[config.mk]
export PLATFORM = sky130hd
export DESIGN_NAME = stream_mux_2x1
export DESIGN_NICKNAME = d
export VERILOG_FILES = /design/src/rtl/stream_pkg.sv /design/src/rtl/rr_arb2.sv /design/src/rtl/stream_mux_2x1.sv
export SDC_FILE = /design/constraint.sdc
export NUM_CORES = 1
export LEC_CHECK = 0
export ABC_CLOCK_PERIOD_IN_PS = 2400
export CAP_MARGIN = 20
export CORE_MARGIN = 3
export CORE_UTILIZATION = 40
export CTS_CLUSTER_SIZE = 8
export DETAILED_ROUTE_END_ITERATION = 10
export PLACE_DENSITY = 0.77
export SLEW_MARGIN = 20
export SYNTH_ARGS = -nofsm -noshare
export SYNTH_HDL_FRONTEND = slang
export SYNTH_SLANG_ARGS = --single-unit
export TNS_END_PERCENT = 100
[constraint.sdc]
create_clock -name clk -period 2.4 [get_ports clk]
set_input_delay 0.48 -clock clk [delete_from_list [all_inputs] [get_ports clk]]
set_output_delay 0.48 -clock clk [all_outputs]
set_load 0.05 [all_outputs]
[src/rtl/stream_pkg.sv]
// Shared definitions for the 2-way stream mux/demux family.
package stream_pkg;

  localparam int DATA_W_DEF = 8;

  typedef enum logic [1:0] {
    ST_IDLE  = 2'd0,
    ST_LOCK0 = 2'd1,
    ST_LOCK1 = 2'd2
  } state_e;

endpackage

[src/rtl/rr_arb2.sv]
// Two-way round-robin grant; a held lock overrides the request-based choice.
module rr_arb2 (
  input  logic [1:0] req,
  input  logic       prio,
  input  logic       lock,
  input  logic       lock_id,
  output logic       grant
);

  always_comb begin
    grant = prio;
    if (lock) begin
      grant = lock_id;
    end else begin
      unique case (req)
        2'b01:   grant = 1'b0;
        2'b10:   grant = 1'b1;
        default: grant = prio;
      endcase
    end
  end

endmodule

[src/rtl/stream_mux_2x1.sv]
// Packet-locked round-robin 2:1 stream merge with a registered output stage.
//
// state    | meaning
// ST_IDLE  | no packet in flight, arbitrate between valid inputs
// ST_LOCK0 | packet from a0 in progress, a1 held off until a0 sends last
// ST_LOCK1 | packet from a1 in progress, a0 held off until a1 sends last
module stream_mux_2x1
  import stream_pkg::*;
#(
  parameter int DATA_W = DATA_W_DEF
) (
  input  logic              clk,
  input  logic              rst_n,
  input  logic              a0_valid,
  input  logic [DATA_W-1:0] a0_data,
  input  logic              a0_last,
  output logic              a0_ready,
  input  logic              a1_valid,
  input  logic [DATA_W-1:0] a1_data,
  input  logic              a1_last,
  output logic              a1_ready,
  output logic              y_valid,
  output logic [DATA_W-1:0] y_data,
  output logic              y_last,
  output logic              y_sel,
  input  logic              y_ready
);

  state_e state;
  logic   prio;
  logic   grant;
  logic   load_ok;
  logic   xfer;
  logic   xfer_last;

  rr_arb2 u_arb (
    .req     ({a1_valid, a0_valid}),
    .prio    (prio),
    .lock    (state != ST_IDLE),
    .lock_id (state == ST_LOCK1),
    .grant   (grant)
  );

  assign load_ok = !y_valid || y_ready;

  // rst_n gates ready so no source sees acceptance while the block is held in reset
  assign a0_ready = rst_n && load_ok && !grant;
  assign a1_ready = rst_n && load_ok && grant;

  assign xfer      = (a0_valid && a0_ready) || (a1_valid && a1_ready);
  assign xfer_last = grant ? a1_last : a0_last;

  always_ff @(posedge clk or negedge rst_n) begin
    if (!rst_n) begin
      state   <= ST_IDLE;
      prio    <= 1'b0;
      y_valid <= 1'b0;
      y_data  <= '0;
      y_last  <= 1'b0;
      y_sel   <= 1'b0;
    end else begin
      if (xfer) begin
        y_valid <= 1'b1;
        y_data  <= grant ? a1_data : a0_data;
        y_last  <= xfer_last;
        y_sel   <= grant;
        if (xfer_last) begin
          prio <= ~grant;
        end
      end else if (y_ready) begin
        y_valid <= 1'b0;
      end

      case (state)
        ST_IDLE: begin
          if (xfer && !xfer_last) begin
            state <= grant ? ST_LOCK1 : ST_LOCK0;
          end
        end
        ST_LOCK0, ST_LOCK1: begin
          if (xfer && xfer_last) begin
            state <= ST_IDLE;
          end
        end
        default: state <= ST_IDLE;
      endcase
    end
  end

endmodule
-- Yosys cells after proc, flatten, opt, wreduce, memory -nomap -nowiden
Index checks and enable logic that the tools add are counted.
- equal/unequal tests: 6
- muxes and demuxes: 10
- bitwise gates (word level): 1
- reduce and logical (&&, ||, !) cells: 18
- operators by type and width (cell ; count):
    two-way mux 8 bit ; 1
    logical AND 1 bit ; 7
    two-way mux 2 bit ; 3
    equality test 2 x 1 -> 1 bit, second input constant ; 2
    equality test 2 bit, second input constant ; 2
    two-way mux 1 bit ; 4
    != test 2 bit, second input constant ; 2
    case mux 2 bit (2 select lines) ; 1
    AND reduction 2 bit ; 2
    nonzero test 2 bit ; 2
    logical NOT 1 bit ; 3
    logical NOT 2 bit ; 1
    logical OR 1 bit ; 2
    case mux 1 bit (2 select lines) ; 1
    OR reduction 2 bit ; 1
    inverter 1 bit ; 1
- register bits after elaboration: 14
- input bits: 23
- output and inout bits: 13

-- Logic depth before layout (Yosys ltp)
- word-level depth: 10
- depth in mapped cells: 9

-- By module
From an unflattened synthesis, not the netlist that was laid out.
- cells, all modules: 80
- area total of the unflattened synthesis: 774.5 um^2
- by module, submodules not included (module ; times used ; cells each ; area each (um^2)):
    stream_mux_2x1 ; 1 ; 75 ; 739.5
    rr_arb2 ; 1 ; 5 ; 35.0

-- Worst setup path before layout
OpenSTA, ideal clock, no wires.
- path kind: input -> output
- from: in a0_valid
- to: out a0_ready
- arrival: 2.036 ns
- data required time: 1.920 ns
- setup slack: -0.116 ns
- cell stages on the path: 6
- cell sequence: inv_1 -> ha_1 -> mux2i_2 -> a21oi_2 -> buf_2 -> nor2_1
- longest elaborated chain between the ends: 5
- elaborated cells between the ends (all ways): 6
- those cells by class: eq/ne (2); mux (2); reduce/logical (2)
- ends and longest elaborated chain (what ; RTL line ; RTL):
    start: declaration ; stream_mux_2x1.sv:14 ; input logic a0_valid,
    equality test 2 bit / equality test 2 x 1 -> 1 bit (equally long branches) ; rr_arb2.sv:15 ; unique case (req)
    case mux 1 bit (2 select lines) * ; rr_arb2.sv:15 ;
    two-way mux 1 bit * ; rr_arb2.sv:12 ; if (lock) begin
    logical NOT 1 bit * ; stream_mux_2x1.sv:47 ; assign a0_ready = rst_n && load_ok && !grant;
    logical AND 1 bit * ; stream_mux_2x1.sv:47 ;
    end: declaration ; stream_mux_2x1.sv:17 ; output logic a0_ready,
Mark *: on every way between the ends. The rest lies on a longest branch, timed or not.

-- Worst setup path after layout
- from: reg state[0]
- to: out a1_ready
- longest elaborated chain between the ends: 3
- elaborated cells between the ends (all ways): 4
- those cells by class: eq/ne (1); mux (1); reduce/logical (2)
- ends and longest elaborated chain (what ; RTL line ; RTL):
    start: declaration ; stream_mux_2x1.sv:29 ; state_e state;
    start signal: assignment ; stream_mux_2x1.sv:77 ; state <= grant ? ST_LOCK1 : ST_LOCK0;
    equality test 2 bit / nonzero test 2 bit (equally long branches) ; stream_mux_2x1.sv:40, stream_mux_2x1.sv:39 ;
    two-way mux 1 bit * ; rr_arb2.sv:12 ;
    logical AND 1 bit * ; stream_mux_2x1.sv:48 ; assign a1_ready = rst_n && load_ok && grant;
    end: declaration ; stream_mux_2x1.sv:21 ; output logic a1_ready,
Marked as above.

==> metrics.cfg <==
[status]
status = completed

[clock_tree]
path_clk_slew_ns = 0.08
cts_max_level = 1
postCtsHoldBufs = 0
tritoncts = built
clk_path_buf_depth = 2
cts_buffers = 3
clkLatencyLatePin_ns = 0.28
cts_root_buf = clkbuf_4
clock_sinks = 14

[min_path]
holdPathStages = 1
hold_path.class = flip-flop to flip-flop
worst_hold_startpoint = y_last$_DFFE_PN0N_
hold_end = y_last$_DFFE_PN0N_

[floorplan]
core_um2 = 1820
start_util_pct = 44.5
dieArea_um2 = 2600
ios = 36
rows = 15
die_w_um = 51.0
chipHeight_um = 51.0

[synthesis]
synth-edff-count = 0
netlist_area_um2 = 810
ys_ff_latch = 14
ys_types = 23
yosysWarnings = 0
async_flop_share_pct = 100
synthesis.nets = 112
yosysSeqAreaShare_pct = 43.3
ys.flop_type = dfrtp_1
synthCells = 86
syn_avg_cell_area_um2 = 9.41

[worst_setup_path]
start_kind = flip-flop
r2r_slack_ns = 0.26
cpPeakStageDelay_ns = 0.38
required_ns = 1.92
cp-end-kind = primary output
r2r-start = state[0]$_DFFE_PN0P_
worstPathMaxFanout = 9
critPathKind = flip-flop to primary output
crit_arrival_ns = 1.78
reg2regPathDepth = 8
r2r_end = y_data[0]$_DFFE_PN0N_
crit_chain = inv_1, ha_1, nor2_1, a21o_1, nor2_2, buf_4
cp_slowest_cell = dfrtp_1

[sta]
rsz0062_at_grt = false
fin_skew_ns = 0.00209
finalHoldViolCount = 0
slew_viol_final = 0
hold_ws_ns = 0.521
fin_ws_ns = 0.144
relSlewSlack_pct = 65.8
tightest_slew_ns = 0.511
period_minus_slack_ns = 2.26
setup_viol = 0
timing.fmax_mhz = 443
post-route-period-util_pct = 94.0

[cells_and_area]
area_growth_pct = 64.0
instances_no_fill = 157
drive_gt1_share_pct = 25.0
fin_util_pct = 72.9
layout_common_cells = clkdlybuf4s50_1, nand2_1, dfrtp_1, buf_4, mux2_2
layout_commonest_cell = clkdlybuf4s50_1
nets = 159
n_antenna_cell = 0
n_fill_cell = 148

[detailed_routing]
route.detailed.drc = 0
vias = 793
ant_nets = 0
via_per_inst = 5.05
drtIter0Drc = 12
routed_wl_um = 2090
wire_per_inst_um = 13.3
dr.pass1.iters = 4

[grt]
grt_pass1_vias = 835
grt-ovfl-total = 0
grt_pass1_wl_um = 3570
grt_max_degree = 18
grt_use_total_pct = 18.2
grt_antenna_before_repair = 0

[placement]
place_inst = 152
io_buffers = 35
gp_congestion = 0.883
place_ws_ns = -0.242
hpwl_um = 1640

[power_and_ir_drop]
peakVddDrop_mv = 0.840
p_leak_nw = 0.586
powerDensity_nw_per_um2 = 1370

[run]
maxCapViolations = 0

## stage by stage
stage	cell area [um2]	TNS (ns)	total power, mW
CTS	1330	0	1.84
finish	1330	0	1.82
global placement	1260	-2.24	1.60
detailed placement	1260	-2.64	1.62
global route	1330	0	1.94
floorplan	815	0	1.19
## repair_timing
item                       in CTS  in global routing
setup endpoints to repair       2                  0
gates resized for setup         7                  0
buffers inserted                1                  0
## cell type report
cell class                      instances  area [um2]  share of cell area [%]
Sequential cell                        14         350                    26.4
Multi-Input combinational cell         66         464                    35.0
Clock buffer                            4        36.3                    2.73
Timing Repair Buffer                   45         434                    32.7
Tap cell                               25        31.3                    2.36
Inverter                                3        11.3                   0.848
## cell usage after synthesis (all sizes together) (2+ instances only)
cell	instances	area (um2)
inv	3	11.3
a31oi	2	12.5
mux2	8	90.1
o21ai	4	20.0
dfrtp	14	350
o221ai	2	17.5
buf	3	15.0
ha	3	37.5
nand2	28	105
a21oi	2	13.8
nand4b	3	26.3
mux2i	3	33.8
nor2	4	22.5
## worst max-delay path, delay by kind of cell, from the launching register on
kind	cells	cell delay, ns
DFF	1	0.38
buffers and inverters	2	0.30
and+or+nand+nor	2	0.24
AOI/OAI and AO/OA	1	0.22
adders and majority gates	1	0.35
## cells by family after synthesis
kind of cell / share of synthesized area [%]
muxes: 15.3
AOI/OAI and AO/OA: 13.1
adders and majority gates: 4.64
buffers and inverters: 3.25
DFF: 43.3
and+or+nand+nor: 20.4
## worst max-delay path by stage
stage,start,to
floorplan,a0_valid,a0_ready
global placement,a0_valid,y_data[6]$_DFFE_PN0N_
detailed placement,a0_valid,a0_ready
CTS,state[0]$_DFFE_PN0P_,a1_ready
global route,state[1]$_DFFE_PN0P_,a1_ready
finish,state[0]$_DFFE_PN0P_,a1_ready
## state kept, by name, summed over array words and instances (netlist names)
register and cells:
y_data 8, state 2, y_sel 1, y_valid 1, prio 1, y_last 1
## power breakdown
group	total (mW)	internal (mW)	switching, mW
clock	0.168	0.0923	0.0758
combinational	1.24	0.519	0.723
sequential	0.412	0.347	0.0651
total	1.82	0.958	0.864
## per-layer routing
metal / share of wire [%] / wire length [um] / global-route usage [%]
met1: 39 / 812 / 21.6
met2: 52 / 1100 / 31.3
met3: 7.7 / 161 / 4.08
met4: 0.91 / 19 / 7.62
met5: 0 / 0 / 0
(Power assumes the default switching activity.)
